[src/rtl/muldiv_sequencer.sv]
// muldiv_sequencer: multi-cycle MULT/MULTU/DIV/DIVU engine that owns the HI/LO
// registers. MTHI/MTLO write HI/LO directly at accept. Mul/div run 32
// iterations (shift-add or restoring divide) and then a sign-fixup/write cycle.
// Ports:
//   clk, rst_n            clock, async active-low reset
//   req_valid/req_ready   request handshake (ready only in IDLE without flush)
//   req_op[2:0]           0 MULT,1 MULTU,2 DIV,3 DIVU,4 MTHI,5 MTLO,6/7 no-op
//   req_a, req_b          rs / rt operands
//   flush                 abort in-flight op, suppress write and done
//   busy                  state != IDLE
//   done                  one-cycle pulse when HI/LO take a mul/div result
//   hi, lo                architectural HI/LO
module muldiv_sequencer (
  input  logic        clk,
  input  logic        rst_n,
  input  logic        req_valid,
  input  logic [2:0]  req_op,
  input  logic [31:0] req_a,
  input  logic [31:0] req_b,
  output logic        req_ready,
  input  logic        flush,
  output logic        busy,
  output logic        done,
  output logic [31:0] hi,
  output logic [31:0] lo
);

  typedef enum logic [1:0] {IDLE, RUN, FIN} state_t;

  state_t      state, state_nx;
  logic [4:0]  cnt;
  logic [63:0] acc;     // mul: {partial product, multiplier}; div: {rem, quotient}
  logic [31:0] opnd;    // mul: multiplicand magnitude; div: divisor magnitude
  logic [31:0] a_raw;   // original dividend, returned in HI on divide-by-zero
  logic        is_div, neg_res, neg_rem, dz;

  logic        accept, sgnd;
  logic [31:0] a_mag, b_mag;
  logic [32:0] mul_sum, rem_sh;
  logic [31:0] diff;
  logic        ge;
  logic [63:0] mul_step, div_step;

  assign req_ready = (state == IDLE) && !flush;
  assign busy      = (state != IDLE);
  assign accept    = req_valid && req_ready;
  assign sgnd      = !req_op[0];  // MULT and DIV are the signed forms

  assign a_mag = (sgnd && req_a[31]) ? (32'd0 - req_a) : req_a;
  assign b_mag = (sgnd && req_b[31]) ? (32'd0 - req_b) : req_b;

  // Shift-add: add multiplicand into the upper half when the multiplier LSB
  // (acc[0]) is set, then shift the whole 65-bit value right by one.
  assign mul_sum  = {1'b0, acc[63:32]} + {1'b0, (acc[0] ? opnd : 32'd0)};
  assign mul_step = {mul_sum, acc[31:1]};

  // Restoring divide: shift the next dividend bit into the remainder and
  // subtract the divisor if it fits. The difference fits in 32 bits when used.
  assign rem_sh   = {acc[63:32], acc[31]};
  assign ge       = rem_sh >= {1'b0, opnd};
  assign diff     = rem_sh[31:0] - opnd;
  assign div_step = {(ge ? diff : rem_sh[31:0]), acc[30:0], ge};

  always_ff @(posedge clk or negedge rst_n) begin
    if (!rst_n) state <= IDLE;
    else        state <= state_nx;
  end

  always_comb begin
    state_nx = state;
    case (state)
      IDLE:    if (accept && !req_op[2]) state_nx = RUN;
      RUN:     if (cnt == 5'd0) state_nx = FIN;
      FIN:     state_nx = IDLE;
      default: state_nx = IDLE;
    endcase
    if (flush) state_nx = IDLE;
  end

  always_ff @(posedge clk or negedge rst_n) begin
    if (!rst_n) begin
      cnt     <= '0;
      acc     <= '0;
      opnd    <= '0;
      a_raw   <= '0;
      is_div  <= 1'b0;
      neg_res <= 1'b0;
      neg_rem <= 1'b0;
      dz      <= 1'b0;
      hi      <= '0;
      lo      <= '0;
      done    <= 1'b0;
    end else begin
      done <= 1'b0;
      if (!flush) begin
        case (state)
          IDLE: if (accept) begin
            case (req_op)
              3'd4: hi <= req_a;
              3'd5: lo <= req_a;
              3'd0, 3'd1, 3'd2, 3'd3: begin
                cnt     <= 5'd31;
                is_div  <= req_op[1];
                opnd    <= req_op[1] ? b_mag : a_mag;
                acc     <= {32'd0, (req_op[1] ? a_mag : b_mag)};
                neg_res <= sgnd && (req_a[31] ^ req_b[31]);
                neg_rem <= sgnd && req_a[31];
                dz      <= (req_b == 32'd0);
                a_raw   <= req_a;
              end
              default: ;
            endcase
          end
          RUN: begin
            cnt <= cnt - 5'd1;
            acc <= is_div ? div_step : mul_step;
          end
          FIN: begin
            done <= 1'b1;
            if (!is_div) begin
              {hi, lo} <= neg_res ? (64'd0 - acc) : acc;
            end else if (dz) begin
              lo <= 32'hFFFF_FFFF;
              hi <= a_raw;
            end else begin
              lo <= neg_res ? (32'd0 - acc[31:0])  : acc[31:0];
              hi <= neg_rem ? (32'd0 - acc[63:32]) : acc[63:32];
            end
          end
          default: ;
        endcase
      end
    end
  end

endmodule
[config.mk]
export PLATFORM = sky130hd
export DESIGN_NAME = muldiv_sequencer
export DESIGN_NICKNAME = d
export VERILOG_FILES = /design/src/rtl/muldiv_sequencer.sv
export SDC_FILE = /design/constraint.sdc
export NUM_CORES = 1
export LEC_CHECK = 0
export ABC_CLOCK_PERIOD_IN_PS = 3400
export BUFFER_PORTS_ARGS = -buffer_cell sky130_fd_sc_hd__buf_2
export CAP_MARGIN = 20
export CORE_MARGIN = 4
export CORE_UTILIZATION = 47
export DETAILED_ROUTE_END_ITERATION = 12
export PLACE_DENSITY_LB_ADDON = 0.3
export SETUP_SLACK_MARGIN = 0.1
export SYNTH_ARGS = -nofsm -noshare
export SYNTH_HDL_FRONTEND = slang
export SYNTH_SLANG_ARGS = --single-unit
[constraint.sdc]
create_clock -name clk -period 3.4 [get_ports clk]
set_input_delay 0.85 -clock clk [delete_from_list [all_inputs] [get_ports clk]]
set_output_delay 0.85 -clock clk [all_outputs]
set_load 0.02 [all_outputs]
After elaboration in Yosys (flattened, before gate mapping)

Cells that the tools add are included.

Input bits: 71
Register bits: 204
Word-level logic and storage cells: 90
Output and inout port bits: 67

Order comparisons: 1
Bitwise gates (word level): 2
Add/subtract/negate cells: 8
Reductions and logical operators: 22
Multiplexer cells: 32
Equal/unequal tests: 13

Operators with widths:

| kind                  | count |
|---|---|
| $mux 32               | 16 |
| $mux 64               | 4 |
| $pmux 32 s2           | 2 |
| $pmux 64 s2           | 1 |
| $sub 1x32->32 const A | 4 |
| $sub 1x64->64 const A | 1 |
| $add 32x32->33        | 1 |
| $ge 33x32->1          | 1 |
| $logic_not 32->1      | 1 |
| $sub 32x32->32        | 1 |
| $reduce_and 4->1      | 4 |
| $mux 5                | 2 |
| $pmux 5 s2            | 1 |
| $eq 3x2->1 const B    | 2 |
| $eq 3x3->1 const B    | 2 |
| $logic_and 1x1->1     | 6 |
| $mux 2                | 3 |
| $ne 2x1->1 const B    | 3 |
| $reduce_bool 2->1     | 3 |
| $logic_not 5->1       | 1 |
| $sub 5x1->5 const B   | 1 |
| $pmux 2 s2            | 1 |
| $reduce_or 4->1       | 1 |
| $eq 3x1->1 const B    | 1 |
| other kinds (12)      | 15 |

Logic depth before layout (Yosys ltp)

Gate-level depths: netlist (run 1).

Word-level depth: 7
Depth in mapped cells: 15
Mapped depth without buffers: 13

Worst setup path after synthesis (run 1)

No wires, ideal clock.

Path kind: reg2reg
Start point: register acc[0]
End point: register acc[61]
Period minus slack after synthesis: 3322 ps
Data arrival time: 3200 ps
Stages on the path, launching flop included: 14
Library setup time: 122 ps
Path slack: 78 ps
Buffers on the path: 2
Data required time: 3278 ps
Cells stage by stage: dfrtp_1 -> clkbuf_1 -> inv_1 -> clkbuf_1 -> nor2_1 -> ha_1 -> o21a_1 -> o21ai_0 -> a211oi_1 -> nor4_1 -> o41ai_2 -> a41oi_1 -> or3_1 -> a32o_1

Cells in the longest elaborated chain, start to end: 4

Ends and longest elaborated chain:

| what                     | line | source |
|---|---|---|
| start: declaration       | 32   | `logic [63:0] acc;` |
| start signal: assignment | 105  | `acc <= {32'd0, (req_op[1] ? a_mag : b_mag)};` |
| start signal: assignment | 116  | `acc <= is_div ? div_step : mul_step;` |
| $mux 32                  | 54   | `assign mul_sum = {1'b0, acc[63:32]} + {1'b0, (acc[0] ? opnd : 32'd0)};` |
| $add 32x32->33           | 54   |  |
| $mux 64                  | 116  |  |
| $pmux 64 s2              | 96   | `case (state)` |

Every way passes these cells.
A chain may end at the register's enable or synchronous reset.

Worst setup path in the final report (run 1)

Same ends and word-level chain as after synthesis.

==> impl_metrics.toml, run 1 <==
[power]
clkPwrFrac = 0.185
power.density_mw_per_mm2 = 789
p_leak_nw = 8.85
p_sw_mw = 7.18
p_comb_frac = 0.567
max-vdd-ir-drop_v = 0.000513
switching_share = 0.454
internal-power_mw = 8.64
pwr-share-seq = 0.249

[clock_network]
clock_path_buffers = 3
cts_made_buffers = 26
clkSinkCount = 204
ctsRootBufferMaster = "clkbuf_16"
htreeDepth = 1
cts_hold_buf = 0
clk_pin_slew_worst_paths_ns = 0.06
cts_tree = "built"
clock_latency_ns = 0.56

[final_layout]
finalNonFillerCells = 2876
areaGrowthSynthToFinish_pct = 18.6
layout_common_cells = "nand2_1, o21ai_0, nor2_1"
diodes = 0
layout_commonest_cell = "nand2_1"
nets = 2540
drive_above_1_share = 0.171
nFillCells = 3336

[place]
hpwl_mm = 49.1
place_inst = 2823
numPortBuffers = 137
dpl_worst_slack_ns = -0.244
gp_congestion = 1.01

[setup_path]
worstSetupPathType = "reg2reg"
cpPeakStageDelay_ns = 0.38
reg2reg_to = "acc[61]"
critPathBufInv = 3
reg2reg_from = "acc[0]"
crit_arrival_ns = 3.69
r2r_slack_ns = 0.15
r2r_cells = 14
startpoint_type = "flop"
cp_top_family = "compound AO/OA/AOI/OAI gates"
cpMaxStageDelayCell = "dfrtp_1"
path_common_cell = "buf_4"
end_kind = "flop"
cp_max_fo = 4
cp_cell_sequence = "and2_4, ha_2, inv_1, fa_2, nor2b_4, o31ai_4, a211oi_4, nor4_2, buf_4, o41ai_2, buf_4, a41oi_4, or3_1, a32o_1"
worst-endpoint-required_ns = 3.83

[min_path]
hp-class = "in2async"

[sta]
finalSetupViolCount = 0
fmax_mhz = 308
rsz0062_at_grt = "true"
fin_crit_ns = 3.25
maxSlewViolCount = 0
min_period_over_period = 0.956
tns_ns = 0
worst_slew_pin_slew_ns = 0.990
slew_headroom = 0.337
hold_ws_ns = 0.348
finalWorstSetupSlack_ns = 0.150
fin_skew_ns = 0.0163
finalHoldViolCount = 0

[global_route]
grt_max_degree = 104
globalRouteOverflowTotal = 0
grt_pass1_vias = 17000
track_usage = 0.317
antenna_found_initial = 2
grt_pass1_wl_mm = 97.7

[floorplan]
dieHeight_um = 198
core_area_sq_mm = 0.0356
die-area_sq_mm = 0.0391
fp.dieW_um = 198
pin_count = 138
initial_core_util = 0.476
num_rows = 69

[yosys]
synth_edf_count = 0
yosysWarningCount = 0
synth_cell_type_count = 78
avgSynthCellArea_sq_um = 7.63
syn-instance-count = 2218
synth-seq-cells = 204
ys.flop_type = "dfrtp_1"
async_flop_share = 1.00
synth.cell_area_sq_mm = 0.0169
seq_area_frac_synth = 0.302
syn_nets = 2361

[drt]
drc = 0
ant_nets = 0
drtIter0Drc = 1844
wire_per_inst_um = 22.3
vias_per_cell = 6.21
routed_wl_mm = 64.2
drt_pass1_iterations = 6
vias = 17900

[status]
status = "finished clean"

[flow_run]
drv_cap = 0
state kept, by name (all words and copies together) (netlist names):
| name | flops |
|---|---|
| acc | 64 |
| a_raw | 32 |
| hi | 32 |
| lo | 32 |
| opnd | 32 |
| cnt | 5 |
| state | 2 |
| done | 1 |
| dz | 1 |
| is_div | 1 |
| neg_rem | 1 |
| neg_res | 1 |
logic make-up after synthesis:
kind of cell | count (synthesis) | synth area share
buffers and inverters | 213 | 0.0496
muxes | 61 | 0.0366
DFF | 204 | 0.302
and+or+nand+nor | 780 | 0.213
xor gates and xnor gates | 185 | 0.0958
AOI/OAI and AO/OA | 703 | 0.249
adders and majority gates | 72 | 0.0541
cell usage after synthesis, types with 5 or more instances:
cell / instances / area (sq um)
a211oi_1: 17 / 128
a21o_1: 14 / 105
a21oi_1: 193 / 966
a221o_1: 8 / 80.1
a221oi_1: 7 / 61.3
a22oi_1: 14 / 105
a31oi_1: 21 / 131
a32oi_1: 5 / 43.8
and2_1: 14 / 87.6
and3_1: 14 / 87.6
buf_1: 12 / 45.0
buf_2: 11 / 55.1
clkbuf_1: 126 / 473
dfrtp_1: 204 / 5100
ha_1: 70 / 876
inv_1: 58 / 218
mux2_2: 7 / 78.8
mux2i_1: 54 / 541
nand2_1: 321 / 1200
nand2b_1: 16 / 100
nand3_1: 34 / 170
nand4_1: 15 / 93.8
nor2_1: 208 / 781
nor2b_1: 16 / 100
nor3_1: 37 / 185
nor3b_1: 5 / 37.5
nor4_1: 18 / 113
o211ai_1: 20 / 150
o21a_1: 17 / 128
o21ai_0: 229 / 1150
o21ai_1: 22 / 110
o21bai_1: 7 / 52.6
o221ai_1: 13 / 114
o22a_1: 13 / 114
o22ai_1: 43 / 269
o31ai_1: 25 / 188
o41ai_1: 9 / 78.8
or2_2: 7 / 43.8
or3_1: 31 / 194
or4_1: 15 / 113
xnor2_1: 118 / 1030
xor2_1: 67 / 587
power groups by stage:
| stage | sequential [mW] | combinational, mW | clock [mW] |
|---|---|---|---|
| 2_1_floorplan | 3.88 | 5.61 | 0 |
| 3_3_place_gp | 3.92 | 8.40 | 0 |
| 3_5_place_dp | 3.95 | 8.55 | 0 |
| 4_1_cts | 3.92 | 8.61 | 2.97 |
| 5_1_grt | 4.00 | 9.80 | 3.05 |
| 6_report | 3.94 | 8.96 | 2.92 |
layout make-up:
class	instances	area, sq um	area share
flip-flops and latches	204	5110	0.255
multi-input cells	1801	11200	0.558
repair buffers	304	2050	0.102
clock inverters	14	193	0.00961
well taps	461	577	0.0288
clock buffers	32	703	0.0351
inverters	60	225	0.0112
stage by stage:
stage / cell area [sq um] / utilization / power, mW
after detailed placement: 18900 / 0.531 / 12.5
after global routing: 20100 / 0.564 / 16.8
after global placement: 18900 / 0.531 / 12.3
after floorplan: 16900 / - / 9.49
final: 20100 / 0.564 / 15.8
after CTS: 19800 / 0.558 / 15.5
worst register-to-register path: cells and delay by family, from the launching register on:
kind / cells / cell delay, ns
AOI/OAI and AO/OA: 5 / 1.01
adders and majority gates: 2 / 0.54
buffers and inverters: 3 / 0.41
DFF: 1 / 0.38
and+or+nand+nor: 4 / 0.78
worst max path at each step:
stage                      start       to  slack (ns)  cells past startpoint
final                     acc[0]  acc[61]        0.15                     14
after global routing      acc[0]  acc[57]        0.05                     13
after CTS                 acc[0]  acc[61]        0.04                     14
after detailed placement  acc[0]  acc[61]       -0.24                     14
after global placement    acc[0]  acc[61]       -0.19                     14
after floorplan           acc[0]  acc[61]        0.11                     13
what timing repair did:
action | in CTS | in global routing
buffers inserted | 1 | 5
setup endpoints to repair | 16 | 38
pin swaps | 1 | 10
gates resized for setup | 7 | 29
metal layers:
layer	up-vias	track usage	part of all wire
li1	8280	-	-
met1	8487	0.427	0.41
met2	922	0.494	0.44
met3	179	0.0713	0.10
met4	4	0.132	0.050
met5	-	0	0.00051
(Power assumes the default switching activity.)
==> run 2, diff against run 1 <==
--- a/config.mk
+++ b/config.mk
@@ -9,7 +9,7 @@
 export BUFFER_PORTS_ARGS = -buffer_cell sky130_fd_sc_hd__buf_2
 export CAP_MARGIN = 20
 export CORE_MARGIN = 4
-export CORE_UTILIZATION = 47
+export CORE_UTILIZATION = 50
 export DETAILED_ROUTE_END_ITERATION = 12
 export PLACE_DENSITY_LB_ADDON = 0.3
 export SETUP_SLACK_MARGIN = 0.1
==> run 2 against run 1 <==
Critical path depth fell by 1. Power rose by 2.1%. Fmax rose by 1.7%. Highest routed layer is now met4. Largest cell class unchanged. Sequential share of layout area fell by 0.22 points. Critical endpoint unchanged. Clock skew rose by 0.0019 ns.
==> impl_metrics.toml, run 2 (synthesis results as in run 1) <==
[global_route]
track_usage = 0.349
grt_pass1_vias = 17600
grt_max_degree = 97
grt_pass1_wl_mm = 100
globalRouteOverflowTotal = 0
antenna_found_initial = 1

[clock_network]
clock_path_buffers = 3
clock_latency_ns = 0.56
htreeDepth = 1
clk_pin_slew_worst_paths_ns = 0.06
clkSinkCount = 204
ctsRootBufferMaster = "clkbuf_16"
cts_made_buffers = 25
cts_tree = "built"
cts_hold_buf = 0

[floorplan]
core_area_sq_mm = 0.0334
fp.dieW_um = 192
num_rows = 67
pin_count = 138
dieHeight_um = 192
die-area_sq_mm = 0.0368
initial_core_util = 0.506

[final_layout]
largest_register_ffs = 64
areaGrowthSynthToFinish_pct = 19.6
top_register = "acc"
stdcell_area_sq_mm = 0.0202
layout_common_cells = "nand2_1, o21ai_0, nor2_1"
nFillCells = 3048
finalNonFillerCells = 2885
drive_above_1_share = 0.182
layout_commonest_cell = "nand2_1"
nets = 2559

[setup_path]
cp_top_family = "compound AO/OA/AOI/OAI gates"
startpoint_type = "flop"
critPathBufInv = 2
cpMaxStageDelayCell = "dfrtp_2"
cpPeakStageDelay_ns = 0.40
cp_cell_sequence = "and2_1, ha_1, inv_1, fa_2, nor2b_2, o31ai_1, buf_4, a211oi_4, nor4_4, o41ai_4, a41oi_2, or3_1, a32o_1"
worstSetupPathType = "reg2reg"
worst-endpoint-required_ns = 3.84
cp_max_fo = 4
crit_arrival_ns = 3.64
end_kind = "flop"

[sta]
rsz0062_at_grt = "true"
finalHoldViolCount = 0
finalWorstSetupSlack_ns = 0.204
fin_crit_ns = 3.20
min_period_over_period = 0.940
finalSetupViolCount = 0
fin_skew_ns = 0.0181
hold_ws_ns = 0.305
fmax_mhz = 313
slew_headroom = 0.347
maxSlewViolCount = 0
worst_slew_pin_slew_ns = 0.978

[status]
status = "finished clean"

[power]
fin_total_pwr_mw = 16.1
p_leak_nw = 8.99
power.density_mw_per_mm2 = 798
max-vdd-ir-drop_v = 0.000388

[drt]
vias_per_cell = 6.36
drc = 0
ant_nets = 0
drtIter0Drc = 1961
drt_pass1_iterations = 7
vias = 18400
wire_per_inst_um = 23.0
routed_wl_mm = 66.3

[place]
hpwl_mm = 49.5
gp_congestion = 1.04
dpl_cell_area_sq_mm = 0.0190
place_inst = 2824
dpl_worst_slack_ns = -0.277
numPortBuffers = 137

[min_path]
hp-class = "in2async"

[flow_run]
drv_cap = 0
[run 2: report_power, final]
part           total, mW  internal, mW  leakage, nW  switching (mW)
Clock               3.00          1.78        0.450            1.22
Combinational       9.29          3.89         6.00            5.40
Sequential          3.86          3.09         2.54           0.773
Total               16.1          8.76         8.99            7.39
[run 2: final cells by class]
| type | count | area, sq um | area share |
|---|---|---|---|
| diodes | 2 | 5.00 | 0.000247 |
| well taps | 448 | 561 | 0.0277 |
| clock inverters | 19 | 246 | 0.0122 |
| clock buffers | 27 | 653 | 0.0323 |
| repair buffers | 324 | 2220 | 0.110 |
| inverters | 60 | 228 | 0.0113 |
| flip-flops and latches | 204 | 5110 | 0.253 |
| multi-input cells | 1801 | 11200 | 0.554 |
[run 2: final timing paths]
kind                              from       to  slack, ns  cells after the start
worst max-delay path            acc[0]  acc[61]       0.20                     13
worst min-delay path             rst_n  opnd[3]       0.30                      1
worst max register to register  acc[0]  acc[61]       0.20                     13
worst min register to register  hi[10]   hi[10]       0.47                      2
max in group asynchronous        rst_n   lo[13]       2.23                      2
min in group clk                hi[10]   hi[10]       0.47                      2
[run 2: what timing repair did]
item	in CTS	in global routing
pin swaps	0	19
cloned	0	1
setup endpoints to repair	13	35
resized for setup	9	40
setup buffers	0	12
[run 2: routing by layer]
| layer | share of wire | vias to the layer above | track usage | routed length, um |
|---|---|---|---|---|
| met5 | 0 | - | 0 | 0 |
| met4 | 0.065 | 0 | 0.183 | 4300 |
| met3 | 0.10 | 279 | 0.0734 | 6620 |
| met2 | 0.45 | 1054 | 0.552 | 29700 |
| met1 | 0.39 | 8733 | 0.450 | 25700 |
| li1 | - | 8294 | - | - |
[run 2: stage by stage]
| step | util | TNS [ns] |
|---|---|---|
| 6_report | 0.605 | 0 |
| 5_1_grt | 0.605 | 0 |
| 4_1_cts | 0.597 | 0 |
| 3_5_place_dp | 0.568 | -2.07 |
| 3_3_place_gp | 0.568 | -0.824 |
| 2_1_floorplan | - | 0 |
